$ cat config.mk
export PLATFORM = sky130hd
export DESIGN_NAME = polyz_unpack_stream
export DESIGN_NICKNAME = d
export VERILOG_FILES = /design/src/rtl/polyz_unpack_stream.sv
export SDC_FILE = /design/constraint.sdc
export NUM_CORES = 1
export LEC_CHECK = 0
export BUFFER_PORTS_ARGS = -buffer_cell sky130_fd_sc_hd__clkbuf_2
export CORE_UTILIZATION = 25
export CTS_CLUSTER_SIZE = 10
export DETAILED_ROUTE_END_ITERATION = 7
export GPL_ROUTABILITY_DRIVEN = 0
export PLACE_DENSITY = 0.5
export SYNTH_ARGS = -nofsm -noshare
export SYNTH_HDL_FRONTEND = slang
export SYNTH_SLANG_ARGS = --single-unit
$ cat constraint.sdc
create_clock -name clk -period 4.9 [get_ports clk]
set_input_delay 1.225 -clock clk [delete_from_list [all_inputs] [get_ports clk]]
set_output_delay 1.225 -clock clk [all_outputs]
set_load 0.1 [all_outputs]
$ cat src/rtl/polyz_unpack_stream.sv
// Purpose: decode z polynomial packing, 5 packed bytes -> 2 signed 32-bit coefficients (GAMMA1 - t).
// Latency: out_valid rises the cycle after the 5th byte of a group; best case 7 cycles per pair.
// Backpressure: in_ready low while emitting; out_* hold while out_valid && !out_ready.
module polyz_unpack_stream #(
  parameter int GAMMA1 = 524288,
  parameter int N      = 256
) (
  input  logic        clk,
  input  logic        rst,
  input  logic [7:0]  in_data,
  input  logic        in_valid,
  output logic        in_ready,
  output logic [31:0] out_coeff,
  output logic [7:0]  out_idx,
  output logic        out_valid,
  input  logic        out_ready,
  output logic        out_last
);

  typedef enum logic [1:0] {COLLECT, EMIT0, EMIT1} state_t;

  localparam logic [31:0] GAMMA1_W  = 32'(GAMMA1);
  localparam logic [7:0]  LAST_IDX  = 8'(N - 1);

  state_t      state_q, state_d;
  logic [2:0]  byte_cnt_q, byte_cnt_d;
  logic [7:0]  coeff_cnt_q, coeff_cnt_d;
  logic [39:0] grp_q, grp_d;
  logic [19:0] t0, t1;

  // Byte slot k of the group sits at bits [8k+7:8k], so both fields are plain slices.
  assign t0 = grp_q[19:0];
  assign t1 = grp_q[39:20];

  // State, counters and group register; reset discards any partial group or pending pair.
  always_ff @(posedge clk or posedge rst) begin
    if (rst) begin
      state_q     <= COLLECT;
      byte_cnt_q  <= 3'd0;
      coeff_cnt_q <= 8'd0;
      grp_q       <= 40'd0;
    end else begin
      state_q     <= state_d;
      byte_cnt_q  <= byte_cnt_d;
      coeff_cnt_q <= coeff_cnt_d;
      grp_q       <= grp_d;
    end
  end

  // Next-state and output decode; outputs are zero whenever out_valid is low.
  always_comb begin
    state_d     = state_q;
    byte_cnt_d  = byte_cnt_q;
    coeff_cnt_d = coeff_cnt_q;
    grp_d       = grp_q;
    in_ready    = 1'b0;
    out_valid   = 1'b0;
    out_coeff   = 32'd0;
    out_idx     = 8'd0;
    out_last    = 1'b0;

    case (state_q)
      COLLECT: begin
        in_ready = 1'b1;
        if (in_valid) begin
          for (int i = 0; i < 5; i++) begin
            if (byte_cnt_q == 3'(i)) grp_d[i*8 +: 8] = in_data;
          end
          if (byte_cnt_q == 3'd4) begin
            byte_cnt_d = 3'd0;
            state_d    = EMIT0;
          end else begin
            byte_cnt_d = byte_cnt_q + 3'd1;
          end
        end
      end

      EMIT0: begin
        out_valid = 1'b1;
        out_coeff = GAMMA1_W - {12'd0, t0};
        out_idx   = coeff_cnt_q;
        if (out_ready) begin
          coeff_cnt_d = coeff_cnt_q + 8'd1;
          state_d     = EMIT1;
        end
      end

      EMIT1: begin
        out_valid = 1'b1;
        out_coeff = GAMMA1_W - {12'd0, t1};
        out_idx   = coeff_cnt_q;
        out_last  = (coeff_cnt_q == LAST_IDX);
        if (out_ready) begin
          // 8-bit counter wraps 255 -> 0, which starts the next polynomial.
          coeff_cnt_d = coeff_cnt_q + 8'd1;
          state_d     = COLLECT;
        end
      end

      default: state_d = COLLECT;
    endcase
  end

endmodule

==> key figures <==
Routing
  • Drt via density: roughly 4.6
  • Wire per inst: 14.8 µm
  • DRC viols: 0
  • Router iterations before antenna repair: 4
  • Drt total wl: approximately 7500 µm
  • Routed Antenna Nets: 0
  • Via count: around 2300
  • Drt first-iter violations: 180

Synth
  • Asr flop ratio synth: 100%
  • Mean Syn Cell Area: about 11 µm²
  • Synthesized area: 3200 µm²
  • Synth cell types: 46
  • Post-synth EDFFs: 0
  • Most common flop cell mapped by yosys: dfrtp_1
  • Synth warn: 0
  • Sequential area share after synthesis: 41.5%
  • Post-Syn Instances: 290
  • Syn_nets: 313
  • Yosys reg bits: between 50 and 60

Floorplanning
  • I/O Pins: 55
  • Die Span X: ~120 µm
  • Die Area: 13300 µm²
  • Starting Density: between 20% and 30%
  • Std-Cell Rows: 40
  • Die Y: between 100 and 150 µm
  • Core area: roughly 12000 µm²

Timing
  • Max_slew headroom: 54.4%
  • Max Slew Vio Count: 0
  • Setup violations, final: 0
  • RSZ-0062 raised after global routing: false
  • Final Hold Vio Count: 0
  • Worst Tran Pin Value: around 0.68 ns
  • Max Fclk: around 220 MHz
  • Worst clock skew: approximately 0.012 ns
  • Post-route setup TNS: 0 ns
  • Hold Slack: ~0.49 ns
  • Crit path time final: 4.51 ns
  • Fin crit share: ~92%

Clock tree
  • # H-tree levels: 2
  • Clock sinks: 53
  • # resized after CTS: 0
  • Hold_buf cts: 0
  • Longest Clk Path Bufs: 2
  • Post-CTS setup buffers: 0
  • CTS Root Buffer Type: clkbuf_16
  • Num CTS Buffers: 5
  • Clock input transition at the sequential cells of the worst setup and hold paths: around 0.080 ns
  • CTS tree: yes
  • Clk_lat worst skew: about 0.29 ns

Run
  • Max-cap violation count: 0

Layout
  • Antenna cell count: 0
  • Fillers: approximately 1300
  • Nets@finish: ~360
  • Layout cells sized above 1: about two fifths
  • P&R area growth vs syn: 17.4%
  • Final instance area: approximately 3800 µm²

Critical path
  • Worst EP arrival: 3.29 ns
  • Setup CP Type: flop to output port
  • Slowest-stage cell, CP: o41ai_4
  • Required time of the critical path: between 3 and 4 ns
  • Crit Path Max Fanout: 24
  • CP max stage delay: ~0.65 ns
  • Crit path cell chain: inv_1 > ha_2 > buf_12 > o41ai_4 > nand4_4 > or3_2 > a21oi_1 > clkbuf_2
  • Crit end category: output port
  • Top cell family by delay on the critical path: compound AO/OA/AOI/OAI gates
  • Crit path buf inv count: 3
  • Startpoint types: flop

Place
  • DP Area: 3600 µm²
  • Post-DP HPWL: 5660 µm
  • Port bufs: 54

Global route
  • Largest net degree at the start of global routing: 54
  • Global-route wire length before repair: 11900 µm
  • Overflow after GRT: 0
  • Initial antenna violation count: 0
  • Vias in the first global route: between 2000 and 2500
  • GRT Util Overall: between 10% and 20%

Hold path
  • Min-delay worst type: flop to flop

Outcome
  • Status: completed
-- Yosys cell counts (2+ instances only) --
library cell | count | area [µm²]
mux2i_1 | 13 | 130
nor4_1 | 2 | 12.5
xor2_1 | 5 | 43.8
nand3_1 | 7 | 35.0
dfrtp_1 | 53 | 1330
o21ai_0 | 12 | 60.1
inv_1 | 7 | 26.3
nor3b_2 | 3 | 37.5
nor3b_1 | 2 | 15.0
mux2_2 | 51 | 574
or3_2 | 2 | 15.0
and2_1 | 10 | 62.6
a21o_1 | 3 | 22.5
nand4_1 | 8 | 50.1
nor2_1 | 19 | 71.3
clkbuf_1 | 3 | 11.3
xnor2_1 | 9 | 78.8
a21oi_1 | 12 | 60.1
buf_4 | 11 | 82.6
nor3_1 | 5 | 25.0
ha_1 | 11 | 138
buf_2 | 2 | 10.0
a31o_2 | 2 | 17.5
nand2_1 | 16 | 60.1
-- metal layers --
layer / track usage (%) / up-vias / part of all wire (%)
li1: - / 1122 / -
met1: 17.0 / 1130 / 51
met2: 18.4 / 48 / 45
met3: 1.95 / 4 / 3.5
met4: 2.86 / 0 / 0.49
met5: 0 / - / 0
-- registers in the layout, summed over array words and instances, names as in the netlist --
| signal | count |
|---|---|
| grp_q | 40 |
| state_q | 2 |
| byte_cnt_q | 3 |
| coeff_cnt_q | 8 |
-- through the flow --
| stage | util [%] | std cells | setup slack [ns] |
|---|---|---|---|
| 6_report | 30.6 | 505 | 0.386 |
| 5_1_grt | 30.6 | 505 | 0.193 |
| 4_1_cts | 30.6 | 505 | 0.381 |
| 3_5_place_dp | 29.4 | 497 | 0.707 |
| 3_3_place_gp | 29.4 | 497 | 0.792 |
| 2_1_floorplan | - | 290 | 0.00181 |
-- cell type report --
type,count,area (µm²),area share [%]
Inverter,8,30.0,0.800
Clock inverter,3,25.0,0.666
Multi-Input combinational cell,211,1730,46.0
Tap cell,168,210,5.60
Sequential cell,53,1330,35.3
Timing Repair Buffer,57,310,8.26
Clock buffer,5,125,3.33
-- worst reg2reg max path, cell delays in order (launching register included) --
cell and delay (ns):
dfrtp_1 0.39, inv_1 0.12, ha_1 0.28, nand2_1 0.17
nor2_1 0.19, nand2_1 0.34, mux2_2 0.39
-- worst paths after layout --
kind	cells past startpoint	slack, ns	start	end
max reg2reg	6	2.90	state_q[1]	grp_q[21]
max	8	0.39	state_q[0]	out_coeff[17]
max in group asynchronous	3	3.34	rst	grp_q[10]
min in group asynchronous	3	1.09	rst	byte_cnt_q[2]
min	1	0.49	coeff_cnt_q[7]	coeff_cnt_q[7]
min reg2reg	1	0.49	coeff_cnt_q[7]	coeff_cnt_q[7]
-- cells by family after synthesis --
group	after synthesis	share of synthesized area (%)
compound gates	38	7.98
xor+xnor	14	3.83
fa+ha+maj	11	4.30
buf+inv	26	5.16
flops	53	41.5
mux	65	22.4
simple gates	83	14.8
-- layout by cell type, fill, tap and decap left out, types with 3 or more instances in the layout --
cell       netlist  final
a21o_1           3      3
a21oi_1         12      8
a21oi_2          0      4
and2_1          10     10
buf_4           11      4
clkbuf_16        0      5
clkbuf_2         0     52
dfrtp_1         53     53
ha_1            11     10
inv_1            7      6
mux2_2          51     51
mux2i_1         13     13
nand2_1         16     16
nand3_1          7      7
nand4_1          8      8
nor2_1          19     18
nor3_1           5      5
nor3b_2          3      3
o21ai_0         12     12
xnor2_1          9      9
xor2_1           5      5
Power is left out: the tool's default activity adds up to more than one toggle a clock period on the data nets, which glitch-free logic cannot reach.
